### src/rtl/watch_fnd_ctrl_pkg.sv
// ---------------------------------------------------------------------------
// watch_fnd_ctrl_pkg
// Shared constants and types for the watch 4-digit FND display controller.
//   SEG_0..SEG_9 : active-low {dp,g,f,e,d,c,b,a} patterns, dp off
//   SEG_BLANK    : all segments dark
//   NUM_DIGITS   : number of multiplexed digits
//   DP_BLINK_THRESH : msec value below which the centre dot is lit
// ---------------------------------------------------------------------------
package watch_fnd_ctrl_pkg;

  localparam logic [7:0] SEG_0     = 8'hC0;
  localparam logic [7:0] SEG_1     = 8'hF9;
  localparam logic [7:0] SEG_2     = 8'hA4;
  localparam logic [7:0] SEG_3     = 8'hB0;
  localparam logic [7:0] SEG_4     = 8'h99;
  localparam logic [7:0] SEG_5     = 8'h92;
  localparam logic [7:0] SEG_6     = 8'h82;
  localparam logic [7:0] SEG_7     = 8'hF8;
  localparam logic [7:0] SEG_8     = 8'h80;
  localparam logic [7:0] SEG_9     = 8'h90;
  localparam logic [7:0] SEG_BLANK = 8'hFF;

  localparam int         NUM_DIGITS      = 4;
  localparam logic [6:0] DP_BLINK_THRESH = 7'd50;

  // Scan position; DIG_0 is the rightmost digit.
  typedef enum logic [1:0] {
    DIG_0 = 2'd0,
    DIG_1 = 2'd1,
    DIG_2 = 2'd2,
    DIG_3 = 2'd3
  } digit_idx_t;

  // Frame snapshot: low pair, high pair and the msec value driving the dot.
  typedef struct packed {
    logic [6:0] low;
    logic [5:0] high;
    logic [6:0] dot;
  } snapshot_t;

  // Active-low one-hot digit enable for a scan position.
  function automatic logic [3:0] com_for(digit_idx_t idx);
    return ~(4'b0001 << idx);
  endfunction

endpackage

### src/rtl/watch_fnd_ctrl_if.sv
// ---------------------------------------------------------------------------
// watch_fnd_ctrl_if
// Time fields in, display drive out.
//   master : time source / display consumer (drives msec..sel_mode)
//   slave  : display controller (drives fnd_com, fnd_data)
// ---------------------------------------------------------------------------
interface watch_fnd_ctrl_if;
  logic [6:0] msec;
  logic [5:0] sec;
  logic [5:0] min;
  logic [4:0] hour;
  logic       sel_mode;
  logic [3:0] fnd_com;
  logic [7:0] fnd_data;

  modport master (
    output msec, sec, min, hour, sel_mode,
    input  fnd_com, fnd_data
  );

  modport slave (
    input  msec, sec, min, hour, sel_mode,
    output fnd_com, fnd_data
  );
endinterface

### src/rtl/watch_fnd_ctrl_fnd_seg_decoder.sv
// ---------------------------------------------------------------------------
// fnd_seg_decoder
// Combinational digit to 7-segment conversion, active-low {g,f,e,d,c,b,a}.
//   i_digit : 4-bit digit value; 10..15 produce all segments dark
//   o_seg   : 7-bit segment pattern
// ---------------------------------------------------------------------------
module fnd_seg_decoder
  import watch_fnd_ctrl_pkg::*;
(
  input  logic [3:0] i_digit,
  output logic [6:0] o_seg
);

  // Digit lookup; anything outside 0..9 is blanked.
  always_comb begin
    o_seg = SEG_BLANK[6:0];
    case (i_digit)
      4'd0:    o_seg = SEG_0[6:0];
      4'd1:    o_seg = SEG_1[6:0];
      4'd2:    o_seg = SEG_2[6:0];
      4'd3:    o_seg = SEG_3[6:0];
      4'd4:    o_seg = SEG_4[6:0];
      4'd5:    o_seg = SEG_5[6:0];
      4'd6:    o_seg = SEG_6[6:0];
      4'd7:    o_seg = SEG_7[6:0];
      4'd8:    o_seg = SEG_8[6:0];
      4'd9:    o_seg = SEG_9[6:0];
      default: o_seg = SEG_BLANK[6:0];
    endcase
  end

endmodule

### src/rtl/watch_fnd_ctrl.sv
// ---------------------------------------------------------------------------
// watch_fnd_ctrl
// Multiplexed 4-digit FND driver showing SS.CC (sel_mode=0) or HH.MM
// (sel_mode=1). A frame snapshot is taken at each index-0 wrap so a frame
// never mixes old and new time values.
//   clk   : clock, rising edge active
//   reset : asynchronous, active-high
//   bus   : watch_fnd_ctrl_if.slave (time fields in, fnd_com/fnd_data out)
// ---------------------------------------------------------------------------
module watch_fnd_ctrl
  import watch_fnd_ctrl_pkg::*;
#(
  parameter int SCAN_COUNT = 100_000
) (
  input logic              clk,
  input logic              reset,
  watch_fnd_ctrl_if.slave  bus
);

  localparam int CNT_W = (SCAN_COUNT > 1) ? $clog2(SCAN_COUNT) : 1;

  logic [CNT_W-1:0] r_cnt;
  digit_idx_t       r_idx;
  snapshot_t        r_snap;
  logic [3:0]       r_com;
  logic [7:0]       r_data;

  logic             w_tick;
  digit_idx_t       w_idx_nxt;
  snapshot_t        w_snap_nxt;
  snapshot_t        w_src;
  logic [3:0]       w_digit;
  logic [6:0]       w_seg;
  logic             w_dp_n;
  logic [7:0]       w_data_nxt;

  // Scan tick and next scan position.
  always_comb begin
    w_tick    = (r_cnt == CNT_W'(SCAN_COUNT - 1));
    w_idx_nxt = digit_idx_t'(r_idx + 2'd1);
  end

  // Candidate snapshot built from the live inputs under the current sel_mode.
  always_comb begin
    w_snap_nxt.dot = bus.msec;
    if (bus.sel_mode) begin
      w_snap_nxt.low  = {1'b0, bus.min};
      w_snap_nxt.high = {1'b0, bus.hour};
    end else begin
      w_snap_nxt.low  = bus.msec;
      w_snap_nxt.high = bus.sec;
    end
  end

  // Digit for the next position: index 0 uses the snapshot being latched on
  // this edge, the others use the stored frame snapshot.
  always_comb begin
    if (w_idx_nxt == DIG_0) begin
      w_src = w_snap_nxt;
    end else begin
      w_src = r_snap;
    end
    case (w_idx_nxt)
      DIG_0:   w_digit = 4'(w_src.low  % 7'd10);
      DIG_1:   w_digit = 4'(w_src.low  / 7'd10);
      DIG_2:   w_digit = 4'(w_src.high % 6'd10);
      DIG_3:   w_digit = 4'(w_src.high / 6'd10);
      default: w_digit = 4'd15;
    endcase
  end

  fnd_seg_decoder u_seg_dec (
    .i_digit (w_digit),
    .o_seg   (w_seg)
  );

  // Dot blinks on the middle digit during the first half of each second.
  always_comb begin
    w_dp_n = ~((w_idx_nxt == DIG_2) && (w_src.dot < DP_BLINK_THRESH));
    if (w_digit >= 4'd10) begin
      w_data_nxt = SEG_BLANK;
    end else begin
      w_data_nxt = {w_dp_n, w_seg};
    end
  end

  // Scan-rate counter and digit index.
  always_ff @(posedge clk or posedge reset) begin
    if (reset) begin
      r_cnt <= '0;
      r_idx <= DIG_0;
    end else if (w_tick) begin
      r_cnt <= '0;
      r_idx <= w_idx_nxt;
    end else begin
      r_cnt <= r_cnt + CNT_W'(1);
    end
  end

  // Frame snapshot, refreshed only when the scan wraps back to index 0.
  always_ff @(posedge clk or posedge reset) begin
    if (reset) begin
      r_snap <= '0;
    end else if (w_tick && (w_idx_nxt == DIG_0)) begin
      r_snap <= w_snap_nxt;
    end
  end

  // Registered display drive, loaded once per scan step.
  always_ff @(posedge clk or posedge reset) begin
    if (reset) begin
      r_com  <= 4'b1111;
      r_data <= SEG_BLANK;
    end else if (w_tick) begin
      r_com  <= com_for(w_idx_nxt);
      r_data <= w_data_nxt;
    end
  end

  assign bus.fnd_com  = r_com;
  assign bus.fnd_data = r_data;

endmodule
### src/flat_wrapper.sv
// flat-port wrapper written by rule: the top's interface ports become plain ports
module watch_fnd_ctrl_flat import watch_fnd_ctrl_pkg::*;
#(
  parameter int SCAN_COUNT = 100_000
)
  (clk, reset, bus_msec, bus_sec, bus_min, bus_hour, bus_sel_mode, bus_fnd_com, bus_fnd_data);
  watch_fnd_ctrl_if bus_i ();
  input logic clk;
  input logic reset;
  input wire logic [$bits(bus_i.msec)-1:0] bus_msec;
  input wire logic [$bits(bus_i.sec)-1:0] bus_sec;
  input wire logic [$bits(bus_i.min)-1:0] bus_min;
  input wire logic [$bits(bus_i.hour)-1:0] bus_hour;
  input wire logic [$bits(bus_i.sel_mode)-1:0] bus_sel_mode;
  output wire logic [$bits(bus_i.fnd_com)-1:0] bus_fnd_com;
  output wire logic [$bits(bus_i.fnd_data)-1:0] bus_fnd_data;
  assign bus_i.msec = bus_msec;
  assign bus_i.sec = bus_sec;
  assign bus_i.min = bus_min;
  assign bus_i.hour = bus_hour;
  assign bus_i.sel_mode = bus_sel_mode;
  assign bus_fnd_com = bus_i.fnd_com;
  assign bus_fnd_data = bus_i.fnd_data;
  watch_fnd_ctrl #(.SCAN_COUNT(SCAN_COUNT)) u_core (.clk(clk), .reset(reset), .bus(bus_i));
endmodule
### config.mk
export PLATFORM = sky130hd
export DESIGN_NAME = watch_fnd_ctrl_flat
export DESIGN_NICKNAME = d
export VERILOG_FILES = /design/src/rtl/watch_fnd_ctrl_pkg.sv /design/src/rtl/watch_fnd_ctrl_if.sv /design/src/rtl/watch_fnd_ctrl_fnd_seg_decoder.sv /design/src/rtl/watch_fnd_ctrl.sv /design/src/flat_wrapper.sv
export SDC_FILE = /design/constraint.sdc
export NUM_CORES = 1
export LEC_CHECK = 0
export CAP_MARGIN = 10
export CORE_MARGIN = 2
export CORE_UTILIZATION = 55
export CTS_BUF_LIST = sky130_fd_sc_hd__clkbuf_2
export DETAILED_ROUTE_END_ITERATION = 16
export PLACE_DENSITY = 0.76
export SYNTH_ARGS = -nofsm -noshare
export SYNTH_HDL_FRONTEND = slang
export SYNTH_SLANG_ARGS = --single-unit
export TNS_END_PERCENT = 30
### constraint.sdc
create_clock -name clk -period 5.1 [get_ports clk]
set_input_delay 0.51 -clock clk [delete_from_list [all_inputs] [get_ports clk]]
set_output_delay 0.51 -clock clk [all_outputs]
set_load 0.03 [all_outputs]
==> flow_summary.yaml <==
status:
  outcome: "finished clean"
clock_tree:
  cts_buffer_depth: 2
  cts-root-buf: "clkbuf_2"
  clock_sinks: 50
  htreeDepth: 2
  clk_pin_slew_worst_paths_ns: 0.27
  numCtsBuffers: 5
  clk_latency_ns: 0.44
  ctsHoldBuffers: 0
  cts_tree: "done"
setup_path:
  arrival_ns: 5.08
  worstPathMaxFanout: 16
  cp.required_ns: 5.51
  crit_type: "reg -> reg"
  worstSetupEndpointType: "register"
  r2r_setup_slack_ns: 0.44
  cp-start-kind: "register"
yosys:
  ys_async_sr_fraction_pct: 100.0
  synth_cell_types: 57
  synth_ff_type: "dfrtp_1"
  synth_edf_count: 0
  synthMuxAreaShare_pct: 15.25
  avgSynthCellArea_um2: 9.106
  synth_xor_area_share_pct: 4.580
  synth_top_family_by_area: "simple AND/OR/NAND/NOR gates"
  netlist_area_um2: 3633
  seq_area_frac_synth_pct: 34.85
  synthCells: 399
  synthSimpleGateAreaFrac_pct: 19.94
  synth_nets: 437
  synth_compound_area_share_pct: 16.56
  yosysWarningCount: 0
  synthAdderAreaFrac_pct: 4.063
  synth_seq_cells: 50
global_routing:
  antenna_found_initial: 0
  track_usage_pct: 24.08
  grt_pass1_vias: 3093
  grt_max_degree: 51
  grt-ovfl-total: 0
  grt_first_pass_wirelength_um: 14280
timing:
  rsz0062_at_grt: "no"
  relSlewSlack_pct: 53.22
  hold_viol: 0
  final_max_slew_viol_count: 0
  setup_viol: 0
  tightest_slew_ns: 0.7018
  period_minus_slack_ns: 4.664
  min_period_over_period_pct: 91.46
  tns_ns: 0
  fmax_ghz: 0.2144
  clock_skew_ns: 0.01579
floorplanning:
  die_area_um2: 7273
  io-pin-count: 39
  start_util_pct: 56.90
  die_h_um: 85.28
  core_um2: 6386
  die_x_um: 85.28
  row_count: 29
layout:
  area_delta_synth_final_pct: 13.81
  multiInputGateArea_um2: 2200
  fillers: 534
  register_area_um2: 1266
  final_nets: 470
  final_cell_count_no_fill: 510
  utilization_pct: 64.75
  drive_gt1_share_pct: 14.78
  insertedDiodeCount: 0
routing:
  via_per_inst: 6.171
  vias: 3147
  drc: 0
  drt_iter0_drc: 228
  antenna_left: 0
  first_pass_iters: 5
  totalWireLength_um: 8393
  wire_per_inst_um: 16.46
placement:
  portBuffers: 38
  globalplace.congestion: 0.9001
  dp_hpwl_um: 6105
  post-place-cells: 501
power:
  power_uw: 630.9
  cellPowerDensity_nw_per_um2: 152.6
  vdd_ir_drop_max_uv: 134.3
  leakage_uw: 0.001705
flow_run:
  drv_cap: 0
min_path:
  min_path_type: "in -> async"
==> cell usage after synthesis, types with 5 or more instances <==
master    count  area share (%)
a211oi_1      5             1.0
a21o_1        6             1.2
a21oi_1      15             2.1
and2_1        5            0.86
buf_2         5            0.69
clkbuf_1     12             1.2
dfrtp_1      38              26
dfstp_2      12             8.7
ha_1         11             3.8
inv_1        17             1.8
mux2_2       11             3.4
mux2i_1      13             3.6
mux4_2       12             7.4
nand2_1      70             7.2
nand3_1      16             2.2
nor2_1       24             2.5
nor3_1       12             1.7
nor4_1        7             1.2
o21ai_0      22             3.0
o22a_1        5             1.2
xnor2_1      13             3.1
xor2_1        6             1.4
==> per-layer routing <==
layer  wire length, µm  vias to the layer above  GRT usage [%]
met3               504                       20          4.280
met4               178                        0          7.792
met5                 0                        -              0
li1                  -                     1515              -
met2              3872                      125          38.49
met1              3837                     1487          33.44
==> final timing paths <==
check                      depth (start not counted)                                  to                         startpoint
max                                               17  u_core.bus.fnd_data[4]$_DFFE_PP1N_        u_core.r_idx[1]$_DFFE_PP0N_
min                                                2        u_core.r_snap[8]$_DFFE_PP0P_                              reset
max reg2reg                                       17  u_core.bus.fnd_data[4]$_DFFE_PP1N_        u_core.r_idx[1]$_DFFE_PP0N_
min reg2reg                                        2   u_core.bus.fnd_com[1]$_DFFE_PP1N_  u_core.bus.fnd_com[1]$_DFFE_PP1N_
max in group asynchronous                          3   u_core.bus.fnd_com[2]$_DFFE_PP1N_                              reset
min in group clk                                   2   u_core.bus.fnd_com[1]$_DFFE_PP1N_  u_core.bus.fnd_com[1]$_DFFE_PP1N_
==> flip-flops by register name (all words and copies together) (netlist names) <==
name and count:
u_core.r_cnt 17, u_core.bus.fnd_data 8, u_core.bus.fnd_com 4, u_core.r_idx 2, u_core.r_snap 19
==> where the power goes <==
part / internal [µW] / switching (µW)
clock network: 37.3 / 134
registers: 398 / 0
logic: 35.3 / 26.2
total: 471 / 160
==> logic make-up after synthesis <==
family | count (synthesis)
AO/OA/AOI/OAI | 87
flip-flops | 50
multiplexers | 38
buffers and inverters | 37
AND/OR/NAND/NOR | 156
XOR/XNOR | 19
adder cells (fa/ha/maj) | 12
==> stage by stage <==
stage               area, µm²  setup WS [ns]  hold WS (ns)
detailed placement       4066        0.05287        0.4636
finish                   4135         0.4358        0.3850
CTS                      4110         0.1696        0.5122
global placement         4066         0.1721        0.4535
floorplan                3633         0.7626        0.4409
global route             4135        0.04129        0.4243
==> critical path, cell delays in order (launching register included) <==
cell,delay [ns]
dfrtp_1,0.46
inv_1,0.11
ha_2,0.48
mux4_2,0.67
xnor2_1,0.17
a31oi_1,0.13
nor2_1,0.14
ha_1,0.30
inv_1,0.14
a21oi_1,0.21
o221ai_1,0.20
or4_1,0.45
o21ai_2,0.25
inv_1,0.14
ha_1,0.24
mux2_2,0.26
a21oi_1,0.15
o22a_1,0.13
==> cell usage in the layout (no fill, tap or decap), types with 3 or more instances in the layout <==
master           Yosys  final
a21oi_1             15     15
xor2_1               6      6
o22a_1               5      5
and2_1               5      5
a31oi_1              4      4
nor2_1              24     24
dfrtp_1             38     38
buf_4                1      6
or2_2                3      3
ha_1                11      9
dfstp_2             12     12
nand2_1             70     70
mux2_2              11     11
xnor2_1             13     13
nor3_1              12     12
nor4_1               7      7
nand4_1              3      3
o21ai_0             22     22
nand3_1             16     16
clkdlybuf4s50_1      0     38
nand2b_1             3      3
inv_1               17     16
and4_1               4      4
a21o_1               6      6
mux2i_1             13     13
clkbuf_2             0      6
o221ai_1             3      3
a211oi_1             5      5
mux4_2              12     12
o311a_1              4      4
==> area by class of cell <==
type                       instances  area share (%)
tap                               77           2.330
sequential                        50           30.62
inverter                          17           1.543
clock buffer                       6          0.7262
multi-input combinational        312           53.19
timing repair buffer              46           11.26
clock inverter                     2          0.3328
==> timing repair <==
action | CTS | global route
hold endpoints to repair | 0 | 0
buffers inserted | 0 | 0
gates resized for setup | 0 | 2
endpoints found under the setup margin | 0 | 8
No activity file was read; power rests on OpenSTA's default activity.
